File: config.mk
export PLATFORM = sky130hd
export DESIGN_NAME = alsu_op_sequencer
export DESIGN_NICKNAME = d
export VERILOG_FILES = /design/src/rtl/alsu_op_sequencer.sv
export SDC_FILE = /design/constraint.sdc
export NUM_CORES = 1
export LEC_CHECK = 0
export CORE_MARGIN = 2
export CORE_UTILIZATION = 49
export CTS_BUF_LIST = sky130_fd_sc_hd__clkbuf_4 sky130_fd_sc_hd__clkbuf_8
export CTS_CLUSTER_SIZE = 20
export DETAILED_ROUTE_END_ITERATION = 6
export PLACE_DENSITY = 0.88
export SLEW_MARGIN = 40
export SYNTH_ARGS = -nofsm -noshare
export SYNTH_HDL_FRONTEND = slang
export SYNTH_SLANG_ARGS = --single-unit
File: constraint.sdc
create_clock -name clk -period 2.2 [get_ports clk]
set_input_delay 0.33 -clock clk [delete_from_list [all_inputs] [get_ports clk]]
set_output_delay 0.33 -clock clk [all_outputs]
set_load 0.03 [all_outputs]
File: src/rtl/alsu_op_sequencer.sv
// Command-side initiator for the ALSU: accepts one request, holds the ALSU drive
// registers for the pipeline latency, captures the result and returns it on a response channel.
module alsu_op_sequencer #(
    parameter int LATENCY = 2
) (
    input  logic       clk,
    input  logic       rst,
    input  logic       req_valid,
    output logic       req_ready,
    input  logic [2:0] req_A,
    input  logic [2:0] req_B,
    input  logic [2:0] req_opcode,
    input  logic       req_cin,
    input  logic       req_serial_in,
    input  logic       req_direction,
    input  logic       req_red_op_A,
    input  logic       req_red_op_B,
    input  logic       req_bypass_A,
    input  logic       req_bypass_B,
    output logic [2:0] A,
    output logic [2:0] B,
    output logic [2:0] opcode,
    output logic       cin,
    output logic       serial_in,
    output logic       direction,
    output logic       red_op_A,
    output logic       red_op_B,
    output logic       bypass_A,
    output logic       bypass_B,
    input  logic [5:0] alsu_out,
    output logic       rsp_valid,
    input  logic       rsp_ready,
    output logic [5:0] rsp_data,
    output logic       rsp_invalid,
    output logic [7:0] txn_count
);

    typedef enum logic [1:0] {S_IDLE, S_WAIT, S_RESP} state_t;

    state_t     state;
    logic [3:0] wait_cnt;
    logic       req_illegal;

    assign req_illegal = !req_bypass_A && !req_bypass_B &&
                         ((req_opcode >= 3'd6) ||
                          ((req_red_op_A || req_red_op_B) && (req_opcode >= 3'd2)));

    // Decoded from the state register; forced low while rst is high so nothing is accepted.
    assign req_ready = (state == S_IDLE) && !rst;

    always_ff @(posedge clk) begin
        if (rst) begin
            state       <= S_IDLE;
            wait_cnt    <= '0;
            A           <= '0;
            B           <= '0;
            opcode      <= '0;
            cin         <= 1'b0;
            serial_in   <= 1'b0;
            direction   <= 1'b0;
            red_op_A    <= 1'b0;
            red_op_B    <= 1'b0;
            bypass_A    <= 1'b0;
            bypass_B    <= 1'b0;
            rsp_valid   <= 1'b0;
            rsp_data    <= '0;
            rsp_invalid <= 1'b0;
            txn_count   <= '0;
        end else begin
            case (state)
                S_IDLE: begin
                    if (req_valid) begin
                        A           <= req_A;
                        B           <= req_B;
                        opcode      <= req_opcode;
                        cin         <= req_cin;
                        serial_in   <= req_serial_in;
                        direction   <= req_direction;
                        red_op_A    <= req_red_op_A;
                        red_op_B    <= req_red_op_B;
                        bypass_A    <= req_bypass_A;
                        bypass_B    <= req_bypass_B;
                        rsp_invalid <= req_illegal;
                        wait_cnt    <= 4'(LATENCY);
                        state       <= S_WAIT;
                    end
                end
                S_WAIT: begin
                    // Capture one edge after the count hits zero: the ALSU needs an
                    // extra edge to sample the drive registers before its latency starts.
                    if (wait_cnt == 4'd0) begin
                        rsp_data  <= alsu_out;
                        rsp_valid <= 1'b1;
                        state     <= S_RESP;
                    end else begin
                        wait_cnt <= wait_cnt - 4'd1;
                    end
                end
                S_RESP: begin
                    if (rsp_ready) begin
                        rsp_valid <= 1'b0;
                        txn_count <= txn_count + 8'd1;
                        state     <= S_IDLE;
                    end
                end
                default: state <= S_IDLE;
            endcase
        end
    end

endmodule

Word level (Yosys, flattened, before mapping)
Cells that the tools add are included.

Register bits after elaboration: 38. Input port bits: 26. Output and inout port bits: 33.

Add/subtract/negate cells: 2. Magnitude comparators: 2. Equal/unequal tests: 6. Muxes and demuxes: 10. Reduce and logical (&&, ||, !) cells: 19.

Operators with widths (number): AND reduction 3 bit (3); adder 8 x 1 -> 8 bit (second input constant) (1); two-way mux 4 bit (2); inequality test 2 bit (second input constant) (4); one-hot mux 4 bit (2 select lines) (1); two-way mux 2 bit (3); one-hot mux 2 bit (3 select lines) (1); AND reduction 2 bit (3); logical AND 1 bit (4); zero test 4 bit (1); nonzero test 2 bit (2); subtractor 4 x 1 -> 4 bit (second input constant) (1); greater-or-equal comparator 3 x 2 -> 1 bit (second input constant) (1); greater-or-equal comparator 3 bit (second input constant) (1); zero test 1 bit (3); == test 2 x 1 -> 1 bit (second input constant) (1); == test 2 bit (second input constant) (1); zero test 2 bit (1); logical OR 1 bit (2); two-way mux 1 bit (2); one-hot mux 1 bit (2 select lines) (1).

Longest topological paths before layout
Gate-level depths: netlist (run 1).

Depth after elaboration: 4. Mapped depth: 6. Gate-level depth less buffers: 5.

Worst setup path before layout (run 1)
Ideal clock, no wire load.

Path type: register to register. Start: reg wait_cnt[0]. End: reg wait_cnt[1]. Setup time: 133 ps. Arrival time: 1411 ps. Required time: 2067 ps. Slack: 656 ps. Cell stages (with the launch flop): 7. Path buffers: 1. Clock period less this slack: 1544 ps. Cell sequence: dfxtp_1 -> inv_1 -> ha_1 -> or3b_2 -> clkbuf_1 -> a211oi_1 -> a311oi_1.

Word-level cells in the longest chain between the ends: 3. Elaborated cells between the ends (all ways): 6. Those cells by class: add/sub: 1; eq/ne: 1; mux: 2; reduce/logical: 2.

RTL lines: start, declared (line 41) `logic [3:0] wait_cnt;`; start signal, assigned (line 84) `wait_cnt <= 4'(LATENCY);`; start signal, assigned (line 96) `wait_cnt <= wait_cnt - 4'd1;`; subtractor 4 x 1 -> 4 bit / zero test 4 bit (equally long branches) (line 96, 91); two-way mux 4 bit / inequality test 2 bit (equally long branches); one-hot mux 4 bit (2 select lines) / AND reduction 3 bit (equally long branches).

Several ways; a longest one is shown, not always the timed one. The select of a mux whose other input is x is not followed. A chain may end at the register's enable or synchronous reset.

Worst setup path in the final report (run 1)
Start: reg txn_count[3]. End: out txn_count[3].

RTL lines: start, declared (line 35) `output logic [7:0] txn_count`; start signal, assigned (line 102) `txn_count <= txn_count + 8'd1;`.

No word-level cell between the ends.

==> results of run 1 <==
==> state kept, by name, summed over array words and instances, names as in the netlist <==
name,cells
bypass_B,1
A,3
serial_in,1
B,3
state,2
wait_cnt,4
rsp_data,6
red_op_B,1
opcode,3
cin,1
red_op_A,1
direction,1
bypass_A,1
rsp_invalid,1
txn_count,8
rsp_valid,1
==> metrics by stage <==
step,power (mW),instance area [µm²]
finish,1.451,2217
global route,1.525,2217
CTS,1.465,2217
detailed placement,1.115,2166
global placement,1.109,2166
floorplan,0.9795,1573
==> synth_stat cells, types with 3 or more instances <==
library cell  instances  area share, %
or4_1                 4            1.9
nand3_1               8            2.5
nand2_1              36            8.6
inv_1                 5            1.2
o21ai_0              10            3.2
a21oi_1              32             10
buf_6                 3            2.1
or3_1                 4            1.6
clkbuf_1              3           0.72
nor2_1                5            1.2
dfxtp_1              38             48
or3b_2                3            1.7
==> power groups by stage <==
stage / logic [mW] / clock network, mW / registers (mW)
global route: 0.375 / 0.390 / 0.760
CTS: 0.345 / 0.364 / 0.757
global placement: 0.339 / 0 / 0.771
floorplan: 0.150 / 0 / 0.829
detailed placement: 0.343 / 0 / 0.772
finish: 0.343 / 0.352 / 0.756
==> worst max path at each step <==
stage                          endpoint  slack, ns
5_1_grt                    txn_count[3]       0.35
3_3_place_gp   wait_cnt[0]$_SDFFE_PP0P_       0.37
6_report                   txn_count[3]       0.41
3_5_place_dp   wait_cnt[0]$_SDFFE_PP0P_       0.35
2_1_floorplan  wait_cnt[1]$_SDFFE_PP0P_       0.66
4_1_cts                    txn_count[3]       0.40
==> logic make-up (layout without fill, tap and decap cells) <==
logic type               Yosys count  in the layout  synth area share (%)
AND/OR/NAND/NOR                   72             72                 24.58
AO/OA/AOI/OAI                     50             50                 17.34
flip-flops                        38             38                 48.37
buffers and inverters             16             73                 5.649
adder cells (fa/ha/maj)            2              2                 1.591
XOR/XNOR                           2              2                 1.114
multiplexers                       2              2                 1.352
==> metal layers <==
metal / part of all wire [%] / wire, µm
met5: 0 / 0
met4: 0.35 / 12
met3: 5.4 / 185
met2: 47 / 1627
met1: 47 / 1607
==> cell type report <==
class	count	share of cell area, %
flip-flops and latches	38	34.31
clock buffers	6	2.314
multi-input cells	128	32.62
well taps	44	2.483
repair buffers	62	27.43
inverters	5	0.8465
==> qor.yml, run 1 <==
cpLargestDelayFamily: "buffers and inverters"
setup_slack_ns: 0.4072
finalCritPeriodShare_pct: 81.49
crit_type: "reg -> out"
num_rows: 20
max_stage_delay_ns: 0.70
min-delay-path-class: "reg -> reg"
relSlewSlack_pct: 61.72
hp-start: "direction$_SDFFE_PP0P_"
rsz0062_at_grt: "no"
viasPerCell: 5.113
reg2reg_depth: 5
swShare_pct: 29.30
worst_pin_slew_ns: 0.5717
p_sw_uw: 425.0
n_antenna_cell: 0
clkTransAtPathRegs_ns: 0.10
met3_usage_pct: 5.117
top_level_ports: 59
wirelength_mm: 3.433
power_density_nw_per_um2: 654.4
p_int_mw: 1.026
gp_congestion: 0.7823
reg2reg_slack_ns: 0.54
route.detailed.drc: 0
dp_cells: 277
pwr-share-clk_pct: 24.2
fp.dieW_um: 60.66
synthFlopType: "dfxtp_1"
cp_max_fo: 6
start_util_pct: 51.52
cp_num_buf_inv: 1
place_ws_ns: 0.3542
finalHoldViolCount: 0
drv_cap: 0
cts_hold_repair.buffers: 0
stdcell_count: 283
multi_input_area_um2: 723.2
arrival_ns: 1.46
leakage_nw: 0.8050
final_cell_mix: "clkdlybuf4s50_1, dfxtp_1, nand2_1, a21oi_1, o21ai_0"
grt_pass1_vias: 1294
seq_area_frac_synth_pct: 48.37
use_met2_pct: 33.18
startpoint_type: "flip-flop"
placement.io_buffers: 58
status: "finished, final reports clean"
postCtsSetupBuffers: 0
required_ns: 1.87
dr.pass1.iters: 4
final_common_cell: "clkdlybuf4s50_1"
holdPathStages: 2
period_needed_ns: 1.793
pwr-share-comb_pct: 23.6
p_seq_share_pct: 52.1
syn2layout_area_growth_pct: 40.97
worstSetupStartpoint: "txn_count[3]$_SDFFE_PP0P_"
grt_usage_pct: 19.54
r2r-end: "wait_cnt[1]$_SDFFE_PP0P_"
grt_max_degree: 31
hold_ws_ns: 0.4634
finalSetupViolCount: 0
die-height_um: 60.66
ir_drop_uv: 541.1
hold_end: "direction$_SDFFE_PP0P_"
crit_slowest_cell: "clkdlybuf4s50_1"
yosysUniqueCellTypes: 36
syn_inst: 182
ant_nets: 0
critPathCaptureType: "primary output"
cts_buffers: 5
clk_path_buf_depth: 2
async_reset_ff_share_pct: 0
top_usage_layer: "met2"
dieArea_um2: 3679
nFillCells: 265
grt_first_pass_wirelength_mm: 5.402
seqCellArea_um2: 760.7
vias: 1447
synth_area_um2: 1573
root_buffer: "clkbuf_4"
detail_route.iter0.violations: 66
post_drt_wl_per_cell_um: 12.13
core_area_um2: 3053
skew_ns: 0.004563
yosysWarnings: 0
grt_antenna_before_repair: 0
grt_overflow_total: 0
cp.depth: 1
reg2reg_from: "wait_cnt[0]$_SDFFE_PP0P_"
fmax_mhz: 557.8
synth_edf_count: 0
insertion_delay_ns: 0.33
cp_cell_sequence: "clkdlybuf4s50_1"
syn-mean-instance-area_um2: 8.642
drive_gt1_share_pct: 7.950
final_core_util_pct: 72.62
cts_tree: "done"
num-nets-final: 268
cts_resized: 0
use_met1_pct: 23.73
drv_slew: 0
setup_tns_ns: 0
dp_hpwl_mm: 2.394
cts_max_level: 2
cts_sinks: 38
syn_nets: 210
ys_ff_latch: 38
(Power assumes the default switching activity.)
==> run 2, diff against run 1 <==
CORE_UTILIZATION = 45   (was 49)
PLACE_DENSITY = 0.81   (was 0.88)
clock period = 1.88 ns   (was 2.2 ns; I/O delays follow)
==> qor.yml, run 2 (same netlist as run 1, synthesis figures left out) <==
pwr-share-clk_pct: 24.3  # about the same
min-delay-path-class: "reg -> reg"
dr.pass1.iters: 4  # unchanged
ir_drop_uv: 470.5  # -13%
drv_slew: 0  # unchanged
core_area_um2: 3337  # +9.3%
cts_buffers: 5  # unchanged
largest_register_ffs: 8  # unchanged
max_stage_delay_ns: 0.70  # about the same
cp_cell_sequence: "clkdlybuf4s50_1"
cts_max_level: 2  # unchanged
viasPerCell: 5.132  # +0.38%
p_sw_uw: 499.2  # +17%
insertion_delay_ns: 0.34  # about the same
period_needed_ns: 1.736
finalCritPeriodShare_pct: 92.37
fp.dieW_um: 63.12  # +4.1%
grt_overflow_total: 0  # unchanged
ant_nets: 0  # unchanged
root_buffer: "clkbuf_4"
grt_first_pass_wirelength_mm: 6.044  # +12%
relSlewSlack_pct: 60.27  # -1.4 points
arrival_ns: 1.45  # about the same
dieArea_um2: 3984  # +8.3%
worst_pin_slew_ns: 0.5933  # +0.02163 ns
grt_pass1_vias: 1407  # +8.7%
cts_sinks: 38  # unchanged
post_drt_wl_per_cell_um: 12.01  # -0.99%
reg_top3: "txn_count: 8 flops, rsp_data: 6 flops, wait_cnt: 4 flops"
top_register: "txn_count"
pwr-share-comb_pct: 23.7  # about the same
status: "finished, final reports clean"
start_util_pct: 47.13  # -4.4 points
drive_gt1_share_pct: 8.714  # +0.76 points
cpLargestDelayFamily: "buffers and inverters"
setup_tns_ns: 0  # unchanged
leakage_nw: 0.8120  # +0.87%
nFillCells: 296  # +12%
route.detailed.drc: 0  # unchanged
num-nets-final: 269  # +0.37%
detail_route.iter0.violations: 92  # +39%
n_antenna_cell: 0  # unchanged
gp_congestion: 0.7930  # +1.4%
finalSetupViolCount: 0  # unchanged
final_cell_mix: "clkdlybuf4s50_1, dfxtp_1, nand2_1, a21oi_1, o21ai_0"
final_common_cell: "clkdlybuf4s50_1"
grt_usage_pct: 18.95  # -0.59 points
met3_length_um: 286  # +55%
fmax_mhz: 575.9
syn2layout_area_growth_pct: 41.69
power_density_nw_per_um2: 764.6  # +17%
grt_antenna_before_repair: 0  # unchanged
dp_hpwl_mm: 2.492  # +4.1%
required_ns: 1.60  # -0.27 ns
cp_max_fo: 6  # unchanged
critPathCaptureType: "primary output"
top_layer: "met4"
top_level_ports: 59  # unchanged
cts_hold_repair.buffers: 0  # unchanged
clkTransAtPathRegs_ns: 0.10  # about the same
crit_type: "reg -> out"
vias: 1473  # +1.8%
cp_num_buf_inv: 1  # unchanged
postCtsSetupBuffers: 0  # unchanged
skew_ns: 0.002331  # -0.002232 ns
swShare_pct: 29.30  # about the same
startpoint_type: "flip-flop"
wl_met1_mm: 1.541  # -4.1%
wirelength_mm: 3.447  # +0.41%
power.total_mw: 1.704  # +17%
cts_resized: 0  # unchanged
p_int_mw: 1.205  # +17%
wl_met2_mm: 1.565  # -3.8%
grt_max_degree: 21  # -32%
crit_slowest_cell: "clkdlybuf4s50_1"
placement.io_buffers: 58  # unchanged
cts_tree: "done"
clk_path_buf_depth: 2  # unchanged
finalHoldViolCount: 0  # unchanged
die-height_um: 63.12  # +4.1%
drv_cap: 0  # unchanged
p_seq_share_pct: 52.0  # about the same
rsz0062_at_grt: "no"
num_rows: 21  # +5.0%
## run 2: cell types whose count changed in the layout (fill, tap and decap cells not counted), sizes merged
cell / previous run / this run
clkbuf: 6 / 7
buf: 5 / 6
## run 2: worst paths after layout
path | from | end | slack, ns | cells past startpoint
worst max-delay path | txn_count[3]$_SDFFE_PP0P_ | txn_count[3] | 0.14 | 1
worst min-delay path | B[2]$_SDFFE_PP0P_ | B[2]$_SDFFE_PP0P_ | 0.46 | 2
worst max register to register | wait_cnt[0]$_SDFFE_PP0P_ | wait_cnt[1]$_SDFFE_PP0P_ | 0.28 | 5
worst min register to register | B[2]$_SDFFE_PP0P_ | B[2]$_SDFFE_PP0P_ | 0.46 | 2
## run 2: power by group through the flow
stage	Combinational [mW]	Sequential, mW	Clock [mW]
global placement	0.401	0.904	0
floorplan	0.176	0.971	0
finish	0.403	0.886	0.414
global route	0.440	0.894	0.465
detailed placement	0.406	0.905	0
CTS	0.408	0.887	0.425
## run 2: layout make-up
cell class | count | area, µm² | share of cell area, %
Inverter | 5 | 18.77 | 0.8422
Clock buffer | 7 | 52.55 | 2.358
Tap cell | 46 | 57.56 | 2.583
Multi-Input combinational cell | 128 | 723.2 | 32.45
Timing Repair Buffer | 63 | 615.6 | 27.62
Sequential cell | 38 | 760.7 | 34.14
## run 2: stage by stage
stage	instances	hold slack, ns	setup WS (ns)	util, %	area [µm²]
6_report	287	0.4572	0.1435	66.78	2228
2_1_floorplan	182	0.3836	0.3357	-	1573
3_5_place_dp	280	0.4485	0.03437	65.20	2176
3_3_place_gp	280	0.4413	0.1427	65.20	2176
4_1_cts	287	0.4620	0.1385	66.78	2228
5_1_grt	287	0.4813	0.07029	66.78	2228
## run 2: worst min-delay path, delay by kind of cell (launching register included)
| kind | cells | cell delay [ns] |
|---|---|---|
| AO/OA/AOI/OAI | 1 | 0.05 |
| flip-flops | 1 | 0.32 |
| AND/OR/NAND/NOR | 1 | 0.05 |
## run 2: layer usage
| metal | global-route usage, % | vias up |
|---|---|---|
| li1 | - | 754 |
| met1 | 21.93 | 666 |
| met2 | 31.78 | 46 |
| met3 | 6.786 | 7 |
| met4 | 7.500 | 0 |
| met5 | 0 | - |
==> run 3, diff against run 2 <==
CORE_UTILIZATION = 41   (was 45)
PLACE_DENSITY = 0.78   (was 0.81)
clock period = 1.4 ns   (was 1.88 ns; I/O delays follow)
==> qor.yml, run 3 (same netlist as run 1, synthesis figures left out) <==
worst_pin_slew_ns: 0.3907  # -0.2026 ns
cts_tree: "done"
pwr-share-clk_pct: 27.9  # +3.6 points
leakage_nw: 1.083  # +33%
cts_buffers: 5  # unchanged
viasPerCell: 5.065  # -1.3%
skew_ns: 0.005290  # +0.002959 ns
p_seq_share_pct: 45.8  # -6.2 points
ir_drop_uv: 595.4  # +27%
finalSetupViolCount: 1  # +1
num_rows: 22  # +4.8%
relSlewSlack_pct: 73.92  # +14 points
arrival_ns: 1.65  # +0.20 ns
required_ns: 1.62  # +0.02 ns
clk_path_buf_depth: 2  # unchanged
crit_slowest_cell: "or4_1"
clkTransAtPathRegs_ns: 0.07  # -0.03 ns
power.total_mw: 2.590  # +52%
grt_pass1_vias: 1468  # +4.3%
n_antenna_cell: 0  # unchanged
dr.pass1.iters: 4  # unchanged
drv_cap: 0  # unchanged
start_util_pct: 42.96  # -4.2 points
setup_slack_ns: -0.03082  # -0.1743 ns
cp_cell_sequence: "buf_4 > or3_4 > or4_1 > a21oi_1"
finalCritPeriodShare_pct: 102.2
dp_hpwl_mm: 2.607  # +4.6%
crit_type: "reg -> reg"
num-nets-final: 288  # +7.1%
vias: 1555  # +5.6%
detail_route.iter0.violations: 105  # +14%
rsz0062_at_grt: "yes"
critPathCaptureType: "flip-flop"
core_area_um2: 3661  # +9.7%
wirelength_mm: 3.764  # +9.2%
largest_register_ffs: 8  # unchanged
cts_max_level: 2  # unchanged
insertion_delay_ns: 0.28  # -0.06 ns
root_buffer: "clkbuf_8"
violations: "setup timing"
die-height_um: 65.94  # +4.5%
cp_num_buf_inv: 1  # unchanged
period_needed_ns: 1.431
max_stage_delay_ns: 0.41  # -0.29 ns
grt_antenna_before_repair: 0  # unchanged
drv_slew: 0  # unchanged
p_sw_uw: 737.2  # +48%
grt_max_degree: 26  # +24%
ant_nets: 0  # unchanged
cpLargestDelayFamily: "simple AND/OR/NAND/NOR gates"
final_common_cell: "nand2_1"
grt_first_pass_wirelength_mm: 6.258  # +3.5%
cts_sinks: 38  # unchanged
place_ws_ns: -0.2528  # -0.2872 ns
post_drt_wl_per_cell_um: 12.26  # +2.1%
power_density_nw_per_um2: 1040  # +36%
startpoint_type: "flip-flop"
fp.dieW_um: 65.94  # +4.5%
status: "finished, violations left"
final_cell_mix: "nand2_1, dfxtp_1, dlygate4sd2_1, a21oi_1, clkdlybuf4s50_1"
hold_ws_ns: 0.4061  # -0.05110 ns
drive_gt1_share_pct: 22.39  # +14 points
grt_overflow_total: 0  # unchanged
pwr-share-comb_pct: 26.3  # +2.6 points
swShare_pct: 28.46  # -0.84 points
placement.io_buffers: 58  # unchanged
p_int_mw: 1.853  # +54%
syn2layout_area_growth_pct: 58.39
cts_hold_repair.buffers: 0  # unchanged
top_register: "txn_count"
route.detailed.drc: 0  # unchanged
finalHoldViolCount: 0  # unchanged
reg_top3: "txn_count: 8 flops, rsp_data: 6 flops, wait_cnt: 4 flops"
cp_max_fo: 2  # -4
min-delay-path-class: "in -> reg"
top_level_ports: 59  # unchanged
grt_usage_pct: 18.69  # -0.26 points
fmax_mhz: 698.9
dieArea_um2: 4347  # +9.1%
gp_congestion: 0.7383  # -6.9%
-- run 3: path summary, 6_finish.rpt --
check | depth (start not counted) | startpoint | slack [ns] | endpoint
min | 4 | rsp_ready | 0.41 | txn_count[3]$_SDFFE_PP0P_
min reg2reg | 2 | bypass_B$_SDFFE_PP0P_ | 0.45 | bypass_B$_SDFFE_PP0P_
max reg2reg | 4 | wait_cnt[0]$_SDFFE_PP0P_ | -0.03 | wait_cnt[3]$_SDFFE_PP0P_
max | 4 | wait_cnt[0]$_SDFFE_PP0P_ | -0.03 | wait_cnt[3]$_SDFFE_PP0P_
-- run 3: worst min-delay path: stages --
cell and delay, ns:
dlymetal6s2s_1 0.16, nand3b_4 0.11, or4_1 0.11, a21oi_1 0.05
-- run 3: cell type report --
type | count | area (µm²)
inverters | 5 | 18.77
flip-flops and latches | 38 | 773.2
multi-input cells | 129 | 814.5
clock buffers | 6 | 82.58
repair buffers | 81 | 742.0
well taps | 48 | 60.06
fillers | 342 | 1170
-- run 3: repair_timing --
action                                  in CTS  in global routing
setup buffers                                1                  1
gates cloned                                 1                  0
endpoints found under the setup margin      46                 15
pin swaps                                    2                  8
gates resized for setup                     40                 20
-- run 3: stage by stage --
stage | TNS, ns | cells | cell area [µm²] | util, %
2_1_floorplan | -0.02442 | 182 | 1595 | -
3_3_place_gp | -4.794 | 298 | 2323 | 63.47
3_5_place_dp | -5.158 | 298 | 2323 | 63.47
4_1_cts | -0.01682 | 306 | 2420 | 66.10
5_1_grt | -0.1436 | 307 | 2491 | 68.05
6_report | -0.03082 | 307 | 2491 | 68.05
-- run 3: per-layer routing --
layer	global-route usage, %	wire [µm]	up-vias
met5	0	0	-
met4	6.378	51	0
met3	6.814	233	7
met2	32.20	1862	42
met1	21.27	1616	717
li1	-	-	789
-- run 3: power groups by stage --
stage / Combinational, mW / Clock, mW / Sequential, mW
5_1_grt: 0.736 / 0.792 / 1.20
2_1_floorplan: 0.255 / 0 / 1.30
3_3_place_gp: 0.616 / 0 / 1.21
3_5_place_dp: 0.623 / 0 / 1.21
6_report: 0.680 / 0.723 / 1.19
4_1_cts: 0.641 / 0.742 / 1.19
